--- config.mk ---
export PLATFORM = sky130hd
export DESIGN_NAME = regfile_dump
export DESIGN_NICKNAME = d
export VERILOG_FILES = /design/src/rtl/regfile_dump.sv
export SDC_FILE = /design/constraint.sdc
export NUM_CORES = 1
export LEC_CHECK = 0
export ABC_AREA = 1
export CORE_MARGIN = 5
export CORE_UTILIZATION = 41
export DETAILED_ROUTE_END_ITERATION = 10
export PLACE_DENSITY_LB_ADDON = 0.1
export SLEW_MARGIN = 30
export SYNTH_ARGS = -nofsm -noshare
export SYNTH_HDL_FRONTEND = slang
export SYNTH_SLANG_ARGS = --single-unit
--- constraint.sdc ---
create_clock -name i_clk -period 4.2 [get_ports i_clk]
set_input_delay 0.84 -clock i_clk [delete_from_list [all_inputs] [get_ports i_clk]]
set_output_delay 0.84 -clock i_clk [all_outputs]
set_load 0.03 [all_outputs]
--- src/rtl/regfile_dump.sv ---
// Walks the register-file read port and streams (index, value) beats to a debug sink.
// Latency: first beat valid two edges after start is accepted; one beat per 2 cycles at best.
// Backpressure: beat held stable in SEND until i_ready; abort or reset drops it immediately.
module regfile_dump #(
  parameter int NUM_REGS = 32,
  parameter int ADDR_W   = 5,
  parameter int DATA_W   = 32,
  parameter int SKIP_X0  = 1
) (
  input  logic              i_clk,
  input  logic              i_rst,
  input  logic              i_start,
  input  logic              i_abort,
  output logic [ADDR_W-1:0] o_rf_addr,
  input  logic [DATA_W-1:0] i_rf_data,
  output logic              o_valid,
  input  logic              i_ready,
  output logic [ADDR_W-1:0] o_addr,
  output logic [DATA_W-1:0] o_data,
  output logic              o_last,
  output logic              o_busy,
  output logic              o_done
);

  typedef enum logic [1:0] {
    IDLE = 2'd0,
    READ = 2'd1,
    SEND = 2'd2,
    DONE = 2'd3
  } state_t;

  // x0 is hardwired zero, so it can be left out of the dump
  localparam logic [ADDR_W-1:0] FIRST_IDX = (SKIP_X0 != 0) ? ADDR_W'(1) : '0;
  localparam logic [ADDR_W-1:0] LAST_IDX  = ADDR_W'(NUM_REGS - 1);

  state_t              state_q, state_d;
  logic [ADDR_W-1:0]   idx_q, idx_d;
  logic [ADDR_W-1:0]   addr_q, addr_d;
  logic [DATA_W-1:0]   data_q, data_d;
  logic                last_q, last_d;

  // Next-state and datapath decode; abort overrides every other transition
  always_comb begin
    state_d = state_q;
    idx_d   = idx_q;
    addr_d  = addr_q;
    data_d  = data_q;
    last_d  = last_q;
    case (state_q)
      IDLE: begin
        if (i_start) begin
          idx_d   = FIRST_IDX;
          state_d = READ;
        end
      end
      READ: begin
        // Capture the register in its own cycle; beat stays frozen through SEND
        addr_d  = idx_q;
        data_d  = i_rf_data;
        last_d  = (idx_q == LAST_IDX);
        state_d = SEND;
      end
      SEND: begin
        if (i_ready) begin
          if (last_q) begin
            state_d = DONE;
          end else begin
            idx_d   = idx_q + ADDR_W'(1);
            state_d = READ;
          end
        end
      end
      DONE: begin
        idx_d   = '0;
        state_d = IDLE;
      end
      default: begin
        idx_d   = '0;
        state_d = IDLE;
      end
    endcase
    if (i_abort) begin
      state_d = IDLE;
      idx_d   = '0;
      last_d  = 1'b0;
    end
  end

  // State and beat registers with asynchronous reset
  always_ff @(posedge i_clk or posedge i_rst) begin
    if (i_rst) begin
      state_q <= IDLE;
      idx_q   <= '0;
      addr_q  <= '0;
      data_q  <= '0;
      last_q  <= 1'b0;
    end else begin
      state_q <= state_d;
      idx_q   <= idx_d;
      addr_q  <= addr_d;
      data_q  <= data_d;
      last_q  <= last_d;
    end
  end

  // Outputs decoded from state and registers only; no path from i_ready to o_valid
  assign o_rf_addr = idx_q;
  assign o_valid   = (state_q == SEND);
  assign o_addr    = addr_q;
  assign o_data    = data_q;
  assign o_last    = last_q & (state_q == SEND);
  assign o_busy    = (state_q != IDLE);
  assign o_done    = (state_q == DONE);

endmodule

==> impl_metrics.env, run 1 <==
export IMPL_status="finished, final reports clean"
export IMPL_cts_buffers=5
export IMPL_cpMostUsedCell="inv_1"
export IMPL_synth_edf_count=0
export IMPL_cts_root_buffer="clkbuf_8"
export IMPL_grt_pass1_wl_um=7780
export IMPL_routed_via_density=4.62
export IMPL_min_path_cells=2
export IMPL_cpMaxStageDelayCell="clkdlybuf4s50_1"
export IMPL_r2r_slack_ns=2.69
export IMPL_synth_cells=227
export IMPL_synth_area_top_cells="dfrtp_1 58%, nand2_1 24%, ha_1 4.5%"
export IMPL_cts_resized=0
export IMPL_min_from="o_data[4]$_DFFE_PP0P_"
export IMPL_yosysMostFrequentCell="nand2_1"
export IMPL_grt_max_degree=46
export IMPL_wl_per_cell_um=12.4
export IMPL_die_h_um=78.9
export IMPL_synth_flop_cell="dfrtp_1"
export IMPL_timing_rr_end="o_addr[0]$_DFFE_PP0P_"
export IMPL_place_area_mm2=0.00280
export IMPL_cts_hold_buf=0
export IMPL_cp_arrival_ns=1.95
export IMPL_hp_class="register to register"
export IMPL_via_count=1677
export IMPL_drc_errors=0
export IMPL_leakage_nw=1.45
export IMPL_finalWirelength_um=4490
export IMPL_power_density_mw_per_mm2=759
export IMPL_final_period_utilization=0.664
export IMPL_async_reset_ff_frac=1.00
export IMPL_drive_gt1_frac=0.0647
export IMPL_syn_area_mm2=0.00195
export IMPL_nets=353
export IMPL_cts_clk_slew_worst_paths_ns=0.08
export IMPL_antenna_found_initial=0
export IMPL_ys_seq_area_frac=0.578
export IMPL_critPathCaptureType="output port"
export IMPL_htree_levels=2
export IMPL_area_delta_synth_final_pct=49.3
export IMPL_rows=25
export IMPL_syn_area_per_cell_um2=8.58
export IMPL_rsz0062_at_grt="no"
export IMPL_fin_crit_ns=2.79
export IMPL_crit_path_start="state_q[0]$_DFFE_PP0P_"
export IMPL_io_buffers=82
export IMPL_io_pins=83
export IMPL_design_area_mm2=0.00291
export IMPL_antenna_cells=0
export IMPL_core_mm2=0.00466
export IMPL_slew_violations=0
export IMPL_overflow=0
export IMPL_drv_cap=0
export IMPL_synthTopCellsByCount="123 x nand2_1, 45 x dfrtp_1, 9 x inv_1, 9 x nor2_1, 8 x buf_2"
export IMPL_critPathRequiredTime_ns=3.36
export IMPL_fin_skew_ns=0.00502
export IMPL_tritoncts="built"
export IMPL_final_hold_viol_count=0
export IMPL_start_util=0.418
export IMPL_dr_pass1_iters=4
export IMPL_clockBufferDepth=2
export IMPL_cts_setup_buffers=0
export IMPL_cts_sinks=45
export IMPL_slew_headroom=0.494
export IMPL_tightest_slew_ns=0.759
export IMPL_first_iter_violations=81
export IMPL_gr_usage_all_layers=0.155
export IMPL_grt_pass1_vias=1723
export IMPL_path_cells="inv_1 > ha_1 > nand2_1 > inv_1 > clkdlybuf4s50_1"
export IMPL_cp_slowest_stage_delay_ns=0.65
export IMPL_synth_seq_cells=45
export IMPL_setup_tns_ns=0
export IMPL_dp_hpwl_um=3100
export IMPL_synthDistinctLibCells=19
export IMPL_dieWidth_um=78.9
export IMPL_peakVddDrop_v=0.000660
export IMPL_cp_start_kind="register"
export IMPL_holdPathEnd="o_data[4]$_DFFE_PP0P_"
export IMPL_critPathKind="register to output port"
export IMPL_rr_worst_depth=4
export IMPL_synth_top_cell_area_share=0.578
export IMPL_dieArea_mm2=0.00623
export IMPL_yosys_area_top_type="dfrtp_1"
export IMPL_fmax_mhz=359
export IMPL_reg2reg_from="state_q[1]$_DFFE_PP0P_"
export IMPL_syn_num_nets=271
export IMPL_n_fill_cell=445
export IMPL_gp_congestion=0.806
export IMPL_yosysWarnings=0
export IMPL_clk_insertion_delay_late_ns=0.29
export IMPL_cp_max_fo=6
export IMPL_finalSetupViolCount=0
export IMPL_drt_antenna_violating_nets=0
==> through the flow <==
stage | util | setup slack, ns | hold slack [ns] | power [W] | instances
2_1_floorplan | - | 2.30 | 0.531 | 0.00144 | 227
3_3_place_gp | 0.602 | 1.75 | 0.452 | 0.00191 | 356
3_5_place_dp | 0.602 | 1.71 | 0.457 | 0.00193 | 356
4_1_cts | 0.624 | 1.39 | 0.476 | 0.00225 | 363
5_1_grt | 0.624 | 1.23 | 0.493 | 0.00237 | 363
6_report | 0.624 | 1.41 | 0.473 | 0.00221 | 363
==> where the power goes <==
part | total, W | switching, W | internal (W)
combinational | 0.00119 | 0.000734 | 0.000454
sequential | 0.000707 | 0.0000965 | 0.000611
clock | 0.000313 | 0.000140 | 0.000173
==> area by class of cell <==
class | instances | area (um^2) | area share
multi-input cells | 162 | 737 | 0.253
repair buffers | 83 | 828 | 0.285
clock buffers | 5 | 68.8 | 0.0237
inverters | 12 | 46.3 | 0.0159
well taps | 54 | 67.6 | 0.0232
flip-flops and latches | 45 | 1130 | 0.387
clock inverters | 2 | 35.0 | 0.0120
==> worst max-delay path by stage <==
stage,to,slack (ns)
after floorplan,last_q$_DFFE_PP0P_,2.30
after global placement,o_last,1.75
after detailed placement,o_last,1.71
after CTS,o_last,1.39
after global routing,o_last,1.23
final,o_last,1.41
==> placed cells by master, fill, tap and decap left out <==
cell	count
inv_1	8
clkdlybuf4s50_1	82
nand4_1	2
nand3_2	1
nand3b_2	1
o21ai_2	1
clkinv_2	2
or2_2	1
dfrtp_1	45
o21ai_1	3
nand2_2	1
nand2_4	2
clkbuf_8	5
bufinv_16	1
buf_4	1
nand3_1	4
inv_2	3
a21oi_1	3
ha_1	7
o21ai_0	3
nor2_1	9
nor2_4	1
nand2_1	123
==> state kept, by name, indices dropped and copies added, names as in the netlist <==
register and flops:
o_rf_addr 5, state_q 2, last_q 1, o_data 32, o_addr 5
==> routing by layer <==
layer,up-vias,routed length (um),part of all wire,global-route usage
met1,775,2050,0.46,0.185
met5,-,0,0,0
met2,46,2090,0.46,0.269
met3,4,312,0.069,0.0454
li1,852,-,-,-
met4,0,45,0.010,0.0515
==> cells by family after synthesis <==
kind of cell	count (synthesis)	synth area share
fa+ha+maj	7	0.0450
compound gates	10	0.0276
buf+inv	20	0.0437
flops	45	0.578
simple gates	145	0.306
==> worst max-delay path: cells and delay by family (launching register included) <==
family,cells,cell delay [ns]
adder cells (fa/ha/maj),1,0.29
buffers and inverters,3,0.85
AND/OR/NAND/NOR,1,0.10
flip-flops,1,0.42
No activity file was read; power rests on OpenSTA's default activity.
==> run 2, diff against run 1 <==
--- a/config.mk
+++ b/config.mk
@@ -7,7 +7,7 @@
 export LEC_CHECK = 0
 export ABC_AREA = 1
 export CORE_MARGIN = 5
-export CORE_UTILIZATION = 41
+export CORE_UTILIZATION = 38
 export DETAILED_ROUTE_END_ITERATION = 10
 export PLACE_DENSITY_LB_ADDON = 0.1
 export SLEW_MARGIN = 30
==> constraint.sdc (replaced) <==
create_clock -name i_clk -period 2.5 [get_ports i_clk]
set_input_delay 0.5 -clock i_clk [delete_from_list [all_inputs] [get_ports i_clk]]
set_output_delay 0.5 -clock i_clk [all_outputs]
set_load 0.03 [all_outputs]
==> run 2 against run 1 <==
First-iteration DRC count decreased by 35%. Largest cell class unchanged. Total power increased by 70%. Non-clock buffer count increased by 2. Combinational power increased by 68%. Sequential power increased by 68%. Largest power group unchanged. Via count increased by 1.1%. Utilization decreased by 3.8 points. Worst hold slack about the same. Clock skew increased by 0.0028 ns. Worst setup slack got worse by 1.2 ns. Critical endpoint is now o_busy. Cell count increased by 5.2%.
==> impl_metrics.env, run 2 (synthesis results as in run 1) <==
export IMPL_reg2reg_from="state_q[1]$_DFFE_PP0P_"
export IMPL_final_hold_viol_count=0
export IMPL_rsz0062_at_grt="no"
export IMPL_critPathKind="register to output port"
export IMPL_timing_rr_end="o_addr[3]$_DFFE_PP0P_"
export IMPL_final_period_utilization=0.899
export IMPL_clockBufferDepth=2
export IMPL_cp_arrival_ns=1.75
export IMPL_htree_levels=2
export IMPL_final_common_cell="nand2_1"
export IMPL_grt_pass1_vias=1653
export IMPL_slew_violations=0
export IMPL_regArea_mm2=0.00113
export IMPL_drt_antenna_violating_nets=0
export IMPL_fin_skew_ns=0.00783
export IMPL_pre_cts_ws_ns=0.357
export IMPL_tightest_slew_ns=0.664
export IMPL_grt_pass1_wl_um=7870
export IMPL_drive_gt1_frac=0.0705
export IMPL_rows=26
export IMPL_endpoint="o_busy"
export IMPL_hp_class="register to register"
export IMPL_critPathRequiredTime_ns=2.00
export IMPL_cts_buffers=5
export IMPL_setup_tns_ns=0
export IMPL_nets=355
export IMPL_r2r_slack_ns=0.96
export IMPL_multi_input_area_um2=737
export IMPL_mostFrequentLayoutCells="123 x nand2_1, 81 x clkdlybuf4s50_1, 45 x dfrtp_1"
export IMPL_power_density_mw_per_mm2=1270
export IMPL_area_delta_synth_final_pct=51.8
export IMPL_rr_worst_depth=5
export IMPL_cts_hold_buf=0
export IMPL_first_iter_violations=53
export IMPL_holdWs_ns=0.473
export IMPL_crit_path_start="state_q[0]$_DFFE_PP0P_"
export IMPL_via_count=1696
export IMPL_finalWirelength_um=4710
export IMPL_largest_reg_flops=32
export IMPL_overflow=0
export IMPL_wl_per_cell_um=12.3
export IMPL_drc_errors=0
export IMPL_grt_max_degree=41
export IMPL_dieWidth_um=81.6
export IMPL_cp_start_kind="register"
export IMPL_cts_clk_slew_worst_paths_ns=0.08
export IMPL_peakVddDrop_v=0.000723
export IMPL_dp_hpwl_um=3350
export IMPL_cp_max_fo=4
export IMPL_drv_cap=0
export IMPL_cts_setup_buffers=0
export IMPL_antenna_cells=0
export IMPL_routed_via_density=4.44
export IMPL_die_h_um=81.6
export IMPL_finalSetupViolCount=0
export IMPL_clk_insertion_delay_late_ns=0.29
export IMPL_antenna_found_initial=0
export IMPL_cts_root_buffer="clkbuf_8"
export IMPL_worst_slack_ns=0.251
export IMPL_status="finished, final reports clean"
export IMPL_cts_sinks=45
export IMPL_fin_crit_ns=2.25
export IMPL_cts_resized=0
export IMPL_io_pins=83
export IMPL_core_mm2=0.00504
export IMPL_tritoncts="built"
export IMPL_start_util=0.386
export IMPL_dieArea_mm2=0.00666
export IMPL_gp_congestion=0.808
export IMPL_p_total_w=0.00375
export IMPL_gr_usage_all_layers=0.154
export IMPL_io_buffers=82
export IMPL_dr_pass1_iters=4
export IMPL_leakage_nw=1.49
export IMPL_fmax_mhz=445
export IMPL_post_route_util=0.587
export IMPL_critPathCaptureType="output port"
export IMPL_n_fill_cell=483
export IMPL_slew_headroom=0.557
## run 2: worst min-delay path by stage
stage / startpoint / end / cells after the start
3_5_place_dp: o_data[25]$_DFFE_PP0P_ / o_data[25]$_DFFE_PP0P_ / 2
3_3_place_gp: o_data[19]$_DFFE_PP0P_ / o_data[19]$_DFFE_PP0P_ / 2
4_1_cts: o_data[25]$_DFFE_PP0P_ / o_data[25]$_DFFE_PP0P_ / 2
2_1_floorplan: last_q$_DFFE_PP0P_ / last_q$_DFFE_PP0P_ / 2
6_report: o_data[14]$_DFFE_PP0P_ / o_data[14]$_DFFE_PP0P_ / 2
5_1_grt: o_data[13]$_DFFE_PP0P_ / o_data[13]$_DFFE_PP0P_ / 2
## run 2: through the flow
step                      instance area, um^2  instances
after floorplan                          1950        227
after global placement                   2840        374
after detailed placement                 2840        374
after CTS                                2960        382
after global routing                     2960        382
final                                    2960        382
## run 2: layout make-up
cell class,count,share of cell area
Clock inverter,1,0.0102
Multi-Input combinational cell,162,0.249
Sequential cell,45,0.381
Timing Repair Buffer,85,0.286
Tap cell,70,0.0296
Inverter,12,0.0152
Clock buffer,7,0.0292
## run 2: routing by layer
layer,GRT usage,part of all wire,vias up
li1,-,-,860
met1,0.200,0.49,777
met2,0.256,0.44,53
met3,0.0417,0.064,6
met4,0.0399,0.011,0
met5,0,0,-
## run 2: power by group
part	leakage, nW	total, W	internal (W)	switching [W]
combinational	0.857	0.00200	0.000763	0.00123
clock	0.0585	0.000561	0.000326	0.000235
sequential	0.570	0.00119	0.00103	0.000168
## run 2: worst max-delay path, stage by stage, from the launching register on
cell,delay (ns)
dfrtp_1,0.40
inv_1,0.10
ha_1,0.24
inv_1,0.06
clkdlybuf4s50_1,0.66
==> run 3, diff against run 2 <==
--- a/config.mk
+++ b/config.mk
@@ -9,6 +9,7 @@
 export CORE_MARGIN = 5
 export CORE_UTILIZATION = 38
 export DETAILED_ROUTE_END_ITERATION = 10
+export MAX_ROUTING_LAYER = met4
 export PLACE_DENSITY_LB_ADDON = 0.1
 export SLEW_MARGIN = 30
 export SYNTH_ARGS = -nofsm -noshare
==> run 3 against run 2 <==
Total power about the same. Cell count stayed put. Highest routed layer unchanged. Maximum frequency barely moved. Critical path type unchanged. Utilization did not move. Worst hold slack is essentially flat. Largest cell class unchanged. Register-to-register slack about the same. Via count unchanged.
==> impl_metrics.env, run 3 (synthesis results as in run 1) <==
export IMPL_status="finished, final reports clean"
export IMPL_slew_headroom=0.557
export IMPL_grt_pass1_vias=1654
export IMPL_pre_cts_ws_ns=0.357
export IMPL_finalSetupViolCount=0
export IMPL_gr_usage_all_layers=0.159
export IMPL_area_delta_synth_final_pct=51.8
export IMPL_io_buffers=82
export IMPL_dieWidth_um=81.6
export IMPL_gp_congestion=0.820
export IMPL_cts_setup_buffers=0
export IMPL_drc_errors=0
export IMPL_largest_reg_flops=32
export IMPL_worst_slack_ns=0.251
export IMPL_cp_arrival_ns=1.75
export IMPL_cpLargestDelayFamily="buffers and inverters"
export IMPL_fin_crit_ns=2.25
export IMPL_core_mm2=0.00504
export IMPL_fin_skew_ns=0.00777
export IMPL_critPathCaptureType="output port"
export IMPL_critPathRequiredTime_ns=2.00
export IMPL_overflow=0
export IMPL_dr_pass1_iters=4
export IMPL_htree_levels=2
export IMPL_final_hold_viol_count=0
export IMPL_cpMaxStageDelayCell="clkdlybuf4s50_1"
export IMPL_routed_via_density=4.44
export IMPL_min_path_cells=2
export IMPL_hp_class="register to register"
export IMPL_power_density_mw_per_mm2=1270
export IMPL_cpMostUsedCell="inv_1"
export IMPL_slew_violations=0
export IMPL_leakage_nw=1.49
export IMPL_mostFrequentLayoutCells="123 x nand2_1, 81 x clkdlybuf4s50_1, 45 x dfrtp_1"
export IMPL_rsz0062_at_grt="no"
export IMPL_grt_pass1_wl_um=7860
export IMPL_path_buf_inv=3
export IMPL_rr_worst_depth=5
export IMPL_dieArea_mm2=0.00666
export IMPL_drv_cap=0
export IMPL_post_route_util=0.587
export IMPL_peakVddDrop_v=0.000723
export IMPL_via_count=1696
export IMPL_fin_cells=382
export IMPL_path_cells="inv_1 > ha_1 > inv_1 > clkdlybuf4s50_1"
export IMPL_cp_start_kind="register"
export IMPL_clk_insertion_delay_late_ns=0.29
export IMPL_nets=355
export IMPL_drive_gt1_frac=0.0705
export IMPL_rows=26
export IMPL_io_pins=83
export IMPL_dp_cells=374
export IMPL_place_area_mm2=0.00284
export IMPL_grt_max_degree=41
export IMPL_tightest_slew_ns=0.664
export IMPL_antenna_found_initial=0
export IMPL_final_common_cell="nand2_1"
export IMPL_cp_max_fo=4
export IMPL_clockBufferDepth=2
export IMPL_die_h_um=81.6
export IMPL_critPathKind="register to output port"
export IMPL_cts_sinks=45
export IMPL_antenna_cells=0
export IMPL_cts_root_buffer="clkbuf_8"
export IMPL_design_area_mm2=0.00296
export IMPL_cp_slowest_stage_delay_ns=0.66
export IMPL_path_depth=4
export IMPL_setup_tns_ns=0
export IMPL_cts_clk_slew_worst_paths_ns=0.08
export IMPL_finalWirelength_um=4720
export IMPL_drt_antenna_violating_nets=0
export IMPL_final_period_utilization=0.900
export IMPL_first_iter_violations=53
export IMPL_dp_hpwl_um=3350
export IMPL_tritoncts="built"
export IMPL_wl_per_cell_um=12.3
export IMPL_cts_buffers=5
export IMPL_start_util=0.386
export IMPL_fmax_mhz=445
[run 3: cell counts in the layout (fill, tap and decap cells not counted)]
No cell type changed its count.
[run 3: per-layer routing]
metal	vias up	GRT usage	wire length (um)
met1	777	0.202	2310
met4	0	0.0399	48
met2	53	0.256	2070
met3	6	0.0395	290
met5	-	-	0
li1	860	-	-
[run 3: final cells by class]
type                    count  area, um^2
flip-flops and latches     45        1130
clock inverters             1        30.0
repair buffers             85         846
clock buffers               7        86.3
inverters                  12        45.0
fillers                   483        2080
well taps                  70        87.6
multi-input cells         162         737
[run 3: worst paths after layout]
kind                                         from                      to  slack [ns]
hold / removal             o_data[14]$_DFFE_PP0P_  o_data[14]$_DFFE_PP0P_        0.47
setup / recovery           state_q[0]$_DFFE_PP0P_                  o_busy        0.25
max in group asynchronous                   i_rst  o_data[18]$_DFFE_PP0P_        1.31
hold reg to reg            o_data[14]$_DFFE_PP0P_  o_data[14]$_DFFE_PP0P_        0.47
setup reg to reg           state_q[1]$_DFFE_PP0P_   o_addr[3]$_DFFE_PP0P_        0.96
min in group asynchronous                   i_rst  o_data[27]$_DFFE_PP0P_        0.58
[run 3: power breakdown]
part,switching (W),leakage [nW],internal [W]
logic,0.00123,0.857,0.000763
registers,0.000168,0.570,0.00103
clock network,0.000235,0.0585,0.000326
total,0.00164,1.49,0.00212
[run 3: repair_timing]
| item | in CTS | in global routing |
|---|---|---|
| hold buffers | 0 | 0 |
| resized for setup | 0 | 1 |
| setup endpoints to repair | 0 | 1 |
[run 3: worst register-to-register path, stage by stage (launching register included)]
cell     delay (ns)
dfrtp_1        0.42
inv_1          0.10
ha_1           0.21
inv_2          0.48
nand2_1        0.15
o21ai_1        0.10
[run 3: stage by stage]
step	total power (W)	hold WS, ns
3_3_place_gp	0.00322	0.453
2_1_floorplan	0.00243	0.531
6_report	0.00375	0.473
5_1_grt	0.00403	0.491
3_5_place_dp	0.00324	0.457
4_1_cts	0.00382	0.478
